$ cat src/rtl/alu_pkg.sv
// -----------------------------------------------------------------------------
// alu_pkg
//   Definitions shared by ALU_Control and the iterative_alu execution stage:
//   the 4-bit ALU operation codes, the execution FSM state type and a helper
//   that identifies the operations executed by the iterative shifter.
// -----------------------------------------------------------------------------
package alu_pkg;

  // ALU operation codes produced by ALU_Control.
  localparam logic [3:0] ALU_ADD = 4'b0000;
  localparam logic [3:0] ALU_SUB = 4'b0001;
  localparam logic [3:0] ALU_AND = 4'b0010;
  localparam logic [3:0] ALU_OR  = 4'b0011;
  localparam logic [3:0] ALU_XOR = 4'b0100;
  localparam logic [3:0] ALU_SLL = 4'b0110;
  localparam logic [3:0] ALU_SRL = 4'b0111;
  localparam logic [3:0] ALU_SRA = 4'b1000;
  localparam logic [3:0] ALU_LUI = 4'b1001;

  // Execution FSM: IDLE accepts requests, SHIFT iterates one bit per clock.
  typedef enum logic {
    ST_IDLE  = 1'b0,
    ST_SHIFT = 1'b1
  } alu_state_t;

  // True for the operations that go through the one-bit-per-clock shifter.
  function automatic logic is_shift_op(input logic [3:0] op);
    return (op == ALU_SLL) || (op == ALU_SRL) || (op == ALU_SRA);
  endfunction

endpackage : alu_pkg

$ cat src/rtl/iterative_alu_shift_step.sv
// -----------------------------------------------------------------------------
// shift_step
//   Combinational single-bit shift of the iterative shifter accumulator.
//   One instance is reused every clock while the ALU sits in SHIFT, which is
//   what replaces a full barrel shifter.
//
// Ports:
//   i_op   in   4           shift kind (ALU_SLL / ALU_SRL / ALU_SRA)
//   i_acc  in   DATA_WIDTH  current accumulator value
//   o_acc  out  DATA_WIDTH  accumulator shifted by one position
//                           (passes i_acc through for any other code)
// -----------------------------------------------------------------------------
module shift_step
  import alu_pkg::*;
#(
  parameter int DATA_WIDTH = 32
) (
  input  logic [3:0]            i_op,
  input  logic [DATA_WIDTH-1:0] i_acc,
  output logic [DATA_WIDTH-1:0] o_acc
);

  // NOTE: o_acc gets a default before the case so every path assigns it;
  // without it an unlisted op code would infer a latch.
  always_comb begin
    o_acc = i_acc;
    case (i_op)
      ALU_SLL: o_acc = {i_acc[DATA_WIDTH-2:0], 1'b0};            // zero into LSB
      ALU_SRL: o_acc = {1'b0, i_acc[DATA_WIDTH-1:1]};            // zero into MSB
      ALU_SRA: o_acc = {i_acc[DATA_WIDTH-1], i_acc[DATA_WIDTH-1:1]}; // sign fill
      default: o_acc = i_acc;
    endcase
  end

endmodule : shift_step

$ cat src/rtl/iterative_alu.sv
// -----------------------------------------------------------------------------
// iterative_alu
//   Execution stage downstream of ALU_Control. Single-cycle for arithmetic,
//   logic, lui and unknown codes; shifts run one bit per clock so the datapath
//   can stall the PC on busy_o until done_o.
//
// Ports:
//   clk              in   1           system clock, rising edge
//   reset            in   1           asynchronous, active-low reset
//   start_i          in   1           request, sampled only while busy_o = 0
//   ALU_Operation_i  in   4           op code from ALU_Control
//   A_i              in   DATA_WIDTH  operand A (rs1)
//   B_i              in   DATA_WIDTH  operand B (rs2/imm); low SHAMT_WIDTH
//                                     bits are the shift amount
//   ALU_Result_o     out  DATA_WIDTH  registered result, held until next done
//   Zero_o           out  1           registered (ALU_Result_o == 0)
//   busy_o           out  1           high while a shift is iterating
//   done_o           out  1           one-cycle pulse when result/zero update
// -----------------------------------------------------------------------------
module iterative_alu
  import alu_pkg::*;
#(
  parameter int DATA_WIDTH  = 32,
  parameter int SHAMT_WIDTH = 5
) (
  input  logic                  clk,
  input  logic                  reset,
  input  logic                  start_i,
  input  logic [3:0]            ALU_Operation_i,
  input  logic [DATA_WIDTH-1:0] A_i,
  input  logic [DATA_WIDTH-1:0] B_i,
  output logic [DATA_WIDTH-1:0] ALU_Result_o,
  output logic                  Zero_o,
  output logic                  busy_o,
  output logic                  done_o
);

  localparam logic [SHAMT_WIDTH-1:0] CNT_ONE = SHAMT_WIDTH'(1);

  // ---------------------------------------------------------------------------
  // State
  // ---------------------------------------------------------------------------
  alu_state_t             r_state;
  logic [3:0]             r_op;      // shift kind latched at accept
  logic [DATA_WIDTH-1:0]  r_acc;     // partially shifted operand
  logic [SHAMT_WIDTH-1:0] r_cnt;     // shift steps still to perform
  logic [DATA_WIDTH-1:0]  r_result;
  logic                   r_zero;
  logic                   r_done;

  alu_state_t             w_state_nxt;
  logic [3:0]             w_op_nxt;
  logic [DATA_WIDTH-1:0]  w_acc_nxt;
  logic [SHAMT_WIDTH-1:0] w_cnt_nxt;
  logic [DATA_WIDTH-1:0]  w_result_nxt;
  logic                   w_zero_nxt;
  logic                   w_done_nxt;

  logic [SHAMT_WIDTH-1:0] w_shamt;
  logic [DATA_WIDTH-1:0]  w_single;
  logic [DATA_WIDTH-1:0]  w_step_acc;

  assign w_shamt = B_i[SHAMT_WIDTH-1:0];

  // ---------------------------------------------------------------------------
  // Single-cycle result. Shift codes land here only with shamt = 0, where the
  // result is A unchanged.
  // ---------------------------------------------------------------------------
  always_comb begin
    w_single = '0;
    case (ALU_Operation_i)
      ALU_ADD: w_single = A_i + B_i;   // carry dropped
      ALU_SUB: w_single = A_i - B_i;   // borrow dropped
      ALU_AND: w_single = A_i & B_i;
      ALU_OR:  w_single = A_i | B_i;
      ALU_XOR: w_single = A_i ^ B_i;
      ALU_SLL,
      ALU_SRL,
      ALU_SRA: w_single = A_i;
      ALU_LUI: w_single = B_i;
      default: w_single = '0;          // unknown codes still complete
    endcase
  end

  // One-bit shift of the accumulator, selected by the latched shift kind.
  shift_step #(
    .DATA_WIDTH (DATA_WIDTH)
  ) u_shift_step (
    .i_op  (r_op),
    .i_acc (r_acc),
    .o_acc (w_step_acc)
  );

  // ---------------------------------------------------------------------------
  // Next-state and datapath control
  // ---------------------------------------------------------------------------
  always_comb begin
    w_state_nxt  = r_state;
    w_op_nxt     = r_op;
    w_acc_nxt    = r_acc;
    w_cnt_nxt    = r_cnt;
    w_result_nxt = r_result;
    w_done_nxt   = 1'b0;

    case (r_state)
      ST_IDLE: begin
        if (start_i) begin
          if (is_shift_op(ALU_Operation_i) && (w_shamt != '0)) begin
            // Operands are captured here; inputs are free after this edge.
            w_state_nxt = ST_SHIFT;
            w_op_nxt    = ALU_Operation_i;
            w_acc_nxt   = A_i;
            w_cnt_nxt   = w_shamt;
          end else begin
            w_result_nxt = w_single;
            w_done_nxt   = 1'b1;
          end
        end
      end

      ST_SHIFT: begin
        // start_i is ignored here; requests are not queued.
        w_acc_nxt = w_step_acc;
        w_cnt_nxt = r_cnt - CNT_ONE;
        if (r_cnt == CNT_ONE) begin
          // Last step: publish the shifted value on this same edge so the
          // total latency equals shamt clocks from the accept edge.
          w_result_nxt = w_step_acc;
          w_done_nxt   = 1'b1;
          w_state_nxt  = ST_IDLE;
        end
      end

      default: w_state_nxt = ST_IDLE;
    endcase

    // Zero flag only moves together with the result.
    w_zero_nxt = w_done_nxt ? (w_result_nxt == '0) : r_zero;
  end

  // ---------------------------------------------------------------------------
  // Registers
  // ---------------------------------------------------------------------------
  // NOTE: sequential state uses non-blocking assignments so every register
  // samples the pre-edge values computed above, independent of statement order.
  // NOTE: the accumulator and counter are reset too (not just the FSM) so an
  // aborted shift leaves no stale operand behind.
  always_ff @(posedge clk or negedge reset) begin
    if (!reset) begin
      r_state  <= ST_IDLE;
      r_op     <= ALU_ADD;
      r_acc    <= '0;
      r_cnt    <= '0;
      r_result <= '0;
      r_zero   <= 1'b1;
      r_done   <= 1'b0;
    end else begin
      r_state  <= w_state_nxt;
      r_op     <= w_op_nxt;
      r_acc    <= w_acc_nxt;
      r_cnt    <= w_cnt_nxt;
      r_result <= w_result_nxt;
      r_zero   <= w_zero_nxt;
      r_done   <= w_done_nxt;
    end
  end

  assign ALU_Result_o = r_result;
  assign Zero_o       = r_zero;
  assign busy_o       = (r_state == ST_SHIFT);
  assign done_o       = r_done;

endmodule : iterative_alu
$ cat config.mk
export PLATFORM = sky130hd
export DESIGN_NAME = iterative_alu
export DESIGN_NICKNAME = d
export VERILOG_FILES = /design/src/rtl/alu_pkg.sv /design/src/rtl/iterative_alu_shift_step.sv /design/src/rtl/iterative_alu.sv
export SDC_FILE = /design/constraint.sdc
export NUM_CORES = 1
export LEC_CHECK = 0
export ABC_AREA = 0
export ABC_CLOCK_PERIOD_IN_PS = 3700
export CORE_MARGIN = 4
export CORE_UTILIZATION = 30
export CTS_BUF_LIST = sky130_fd_sc_hd__clkbuf_8
export CTS_CLUSTER_SIZE = 28
export DETAILED_ROUTE_END_ITERATION = 10
export PLACE_DENSITY = 0.52
export SLEW_MARGIN = 40
export SYNTH_ARGS = -nofsm -noshare
export SYNTH_HDL_FRONTEND = slang
export SYNTH_HIERARCHICAL = 1
export SYNTH_SLANG_ARGS = --single-unit
$ cat constraint.sdc
create_clock -name clk -period 3.7 [get_ports clk]
set_input_delay 0.37 -clock clk [delete_from_list [all_inputs] [get_ports clk]]
set_output_delay 0.37 -clock clk [all_outputs]
set_load 0.005 [all_outputs]
==> out/qor.txt <==
crit path launch type - input pin
DR vias/cell - 5.42
clk sinks - 76
Total Wirelength - 37500 µm
crit end category - flip-flop
leak pwr - 5.83 nW
syn_nets - 1359
synthesized area - 9370 µm²
GR peak layer - met1
Crit path max-delay family - simple AND/OR/NAND/NOR gates
met1 Use GR - 0.338
Critical Path Max Stage Delay - 0.54 ns
Seq. cell area - 1900 µm²
initial antenna violation count - 0
WP data arrival - 4.27 ns
number of global-route vias before repair - 9913
Final period util - 1.07
outcome - complete, but fails checks
via count - 10300
Seq cells post-synth - 76
Crit Path Max Fanout - 5
final setup fails - 1
Post-synth EDFFs - 0
worst path cell trace - buf_6, or4_4, nand4b_4, or3_4, buf_12, nor2_4, a21oi_2, xnor2_1, ha_1, a21oi_2, nand2_1, a221oi_2, nor2_1, a21oi_1, o31a_1, mux2_4, or3_4, nor4_2, nand2_1, nand2_1
Clock Tree Buf Depth - 2
antenna-violating nets left - 0
sequential element share of the synthesized area - 0.203
DRT iter0 DRCs - 814
floorplan row count - 64
critical setup path kind - input pin to flip-flop
area of the multi-input gates - 7010 µm²
synthesis warning total - 6
met3 Use GR - 0.0186
GR Layer Usage met2 - 0.326
fin nets - 1673
fmax - 0.252 GHz
Async S/R FF share, synth - 1.00
PD cells - 502 nW/µm²
failing checks - negative setup slack
Die W - 185 µm
share of cells above drive strength 1 - 0.251
Post-CTS Hold Buffers - 0
Hold Vio Cnt, Final - 0
Worst EP required - 4.00 ns
Pins Over Slew Limit - 0
Top Ports - 106
setup ws final - -0.262 ns
# fillers - 3105
cell count along the critical path - 20
post-route cell area - 13100 µm²
FF-to-FF path depth - 13
Worst-Margin Slew - 0.814 ns
Routed WL per cell - 19.7 µm
Area growth syn-to-layout - 39.7%
Pwr Total - 6.57 mW
syn avg cell area - 7.89 µm²
main flop type after synthesis - dfrtp_1
DR pass1 iterations - 5
die area - 34100 µm²
max-cap viol count - 0
DP Area - 12600 µm²
Peak VDD IR - 0.246 mV
Hold WC Path Type - input pin to async pin
PortBufs - 105
Final Wtd Congestion - 0.925
core area - 30700 µm²
diodes inserted - 0
RSZ-0062 raised after global routing - true
CTS buffer count - 9
Congestion Overflow GR - 0
global-route wire length before repair - 58100 µm
DRC viols - 0
Bufs and invs on worst path - 2
Initial Util - 0.305
GR Util All Layers - 0.216
minimum clock period - 3.96 ns
placed wire-length estimate - 30800 µm
die height - 185 µm
pin count of the biggest net entering global routing - 77
clk slew on worst S/H paths - 0.10 ns
root buffer cell - clkbuf_8
CP max-delay cell - or4_4
Slew headroom - 0.456
htree depth - 3
Yosys cell types - 94
pre-CTS worst setup slack - -1.11 ns
worst skew pair latency - 0.37 ns
synthesized instance count - 1188
CTS tree - done
clock skew - 0.0184 ns
cell mode on critical path - nand2_1
==> state kept, by name (all words and copies together), names as in the netlist <==
| signal | count |
|---|---|
| ALU_Result_o | 32 |
| r_acc | 32 |
| r_cnt | 5 |
| r_op | 4 |
| Zero_o | 1 |
| busy_o | 1 |
| done_o | 1 |
==> worst paths after layout <==
check | start | endpoint | slack (ns)
min reg2reg | r_acc[0] | r_acc[0] | 0.54
min | reset | ALU_Result_o[2] | 0.01
max | B_i[11] | Zero_o | -0.26
min in group clk | B_i[0] | r_cnt[0] | 0.53
max reg2reg | r_op[0] | Zero_o | 0.24
max in group asynchronous | reset | busy_o | 3.12
==> area by class of cell <==
type	count	share of cell area
clock buffers	10	0.0105
clock inverters	6	0.00315
inverters	89	0.0257
multi-input cells	948	0.535
flip-flops and latches	76	0.145
well taps	396	0.0379
repair buffers	378	0.242
==> cell usage after synthesis, types with 5 or more instances <==
library cell,n,area (µm²)
nor3_1,21,105
o31a_1,5,43.8
nor4_1,7,43.8
or2_2,7,43.8
xnor2_1,41,359
nand2_1,66,248
o21ai_0,40,200
a21oi_1,122,611
nand4_1,11,68.8
dfrtp_1,75,1880
buf_1,9,33.8
o31ai_1,8,60.1
a31oi_1,23,144
a221o_1,32,320
ha_1,99,1240
o221ai_1,16,140
xor2_1,5,43.8
and2_1,41,257
a22o_1,14,123
a211o_1,7,61.3
nor2b_1,8,50.1
nand3_1,15,75.1
a21o_1,12,90.1
nand2b_1,8,50.1
o22ai_1,40,250
and3_1,5,31.3
or3_1,12,75.1
a22oi_1,10,75.1
o21a_1,11,82.6
mux2i_1,33,330
a211oi_1,6,45.0
clkbuf_1,33,124
inv_1,89,334
nor2_1,116,435
nand3b_1,6,45.0
buf_2,25,125
o211ai_1,10,75.1
==> cell families after synthesis <==
logic type	after synthesis	share of synthesized area
flip-flops	76	0.203
adder cells (fa/ha/maj)	100	0.134
buffers and inverters	164	0.0761
AO/OA/AOI/OAI	409	0.302
multiplexers	34	0.0365
XOR/XNOR	47	0.0447
AND/OR/NAND/NOR	358	0.203
==> stage by stage <==
stage,hold slack [ns],cells,util,setup TNS [ns]
after floorplan,0.0744,1188,-,-0.285
after global placement,0.509,1871,0.411,-9.33
after detailed placement,0.452,1871,0.411,-9.96
after CTS,0.0547,1899,0.423,-0.383
after global routing,0.0704,1903,0.427,-0.740
final,0.0122,1903,0.427,-0.262
==> where the power goes <==
group	switching [mW]	internal [mW]	total (mW)
clock network	0.329	0.260	0.589
logic	2.20	2.13	4.33
registers	0.417	1.24	1.65
==> per-layer routing <==
metal / wire, µm / part of all wire
met5: 0 / 0
met4: 390 / 0.010
met3: 2130 / 0.057
met2: 16100 / 0.43
met1: 18900 / 0.50
==> placed cells by master (no fill, tap or decap), types with 14 or more instances in the layout <==
cell	count
and2_1	40
nor2_1	111
a22o_1	14
nand2_1	64
ha_1	96
inv_1	86
mux2i_1	33
a21oi_1	118
o21ai_0	31
buf_4	265
nand3_1	14
a221o_1	32
o221ai_1	16
o22ai_1	40
nor3_1	16
dfrtp_1	74
xnor2_1	40
clkdlybuf4s50_1	91
a31oi_1	23
==> repair_timing <==
action                                  in CTS  in global routing
endpoints found under the setup margin      14                 12
buffers inserted                            12                  6
hold endpoints to repair                     0                  0
pin swaps                                   26                 28
gates resized for setup                     64                 34
(Power assumes the default switching activity.)
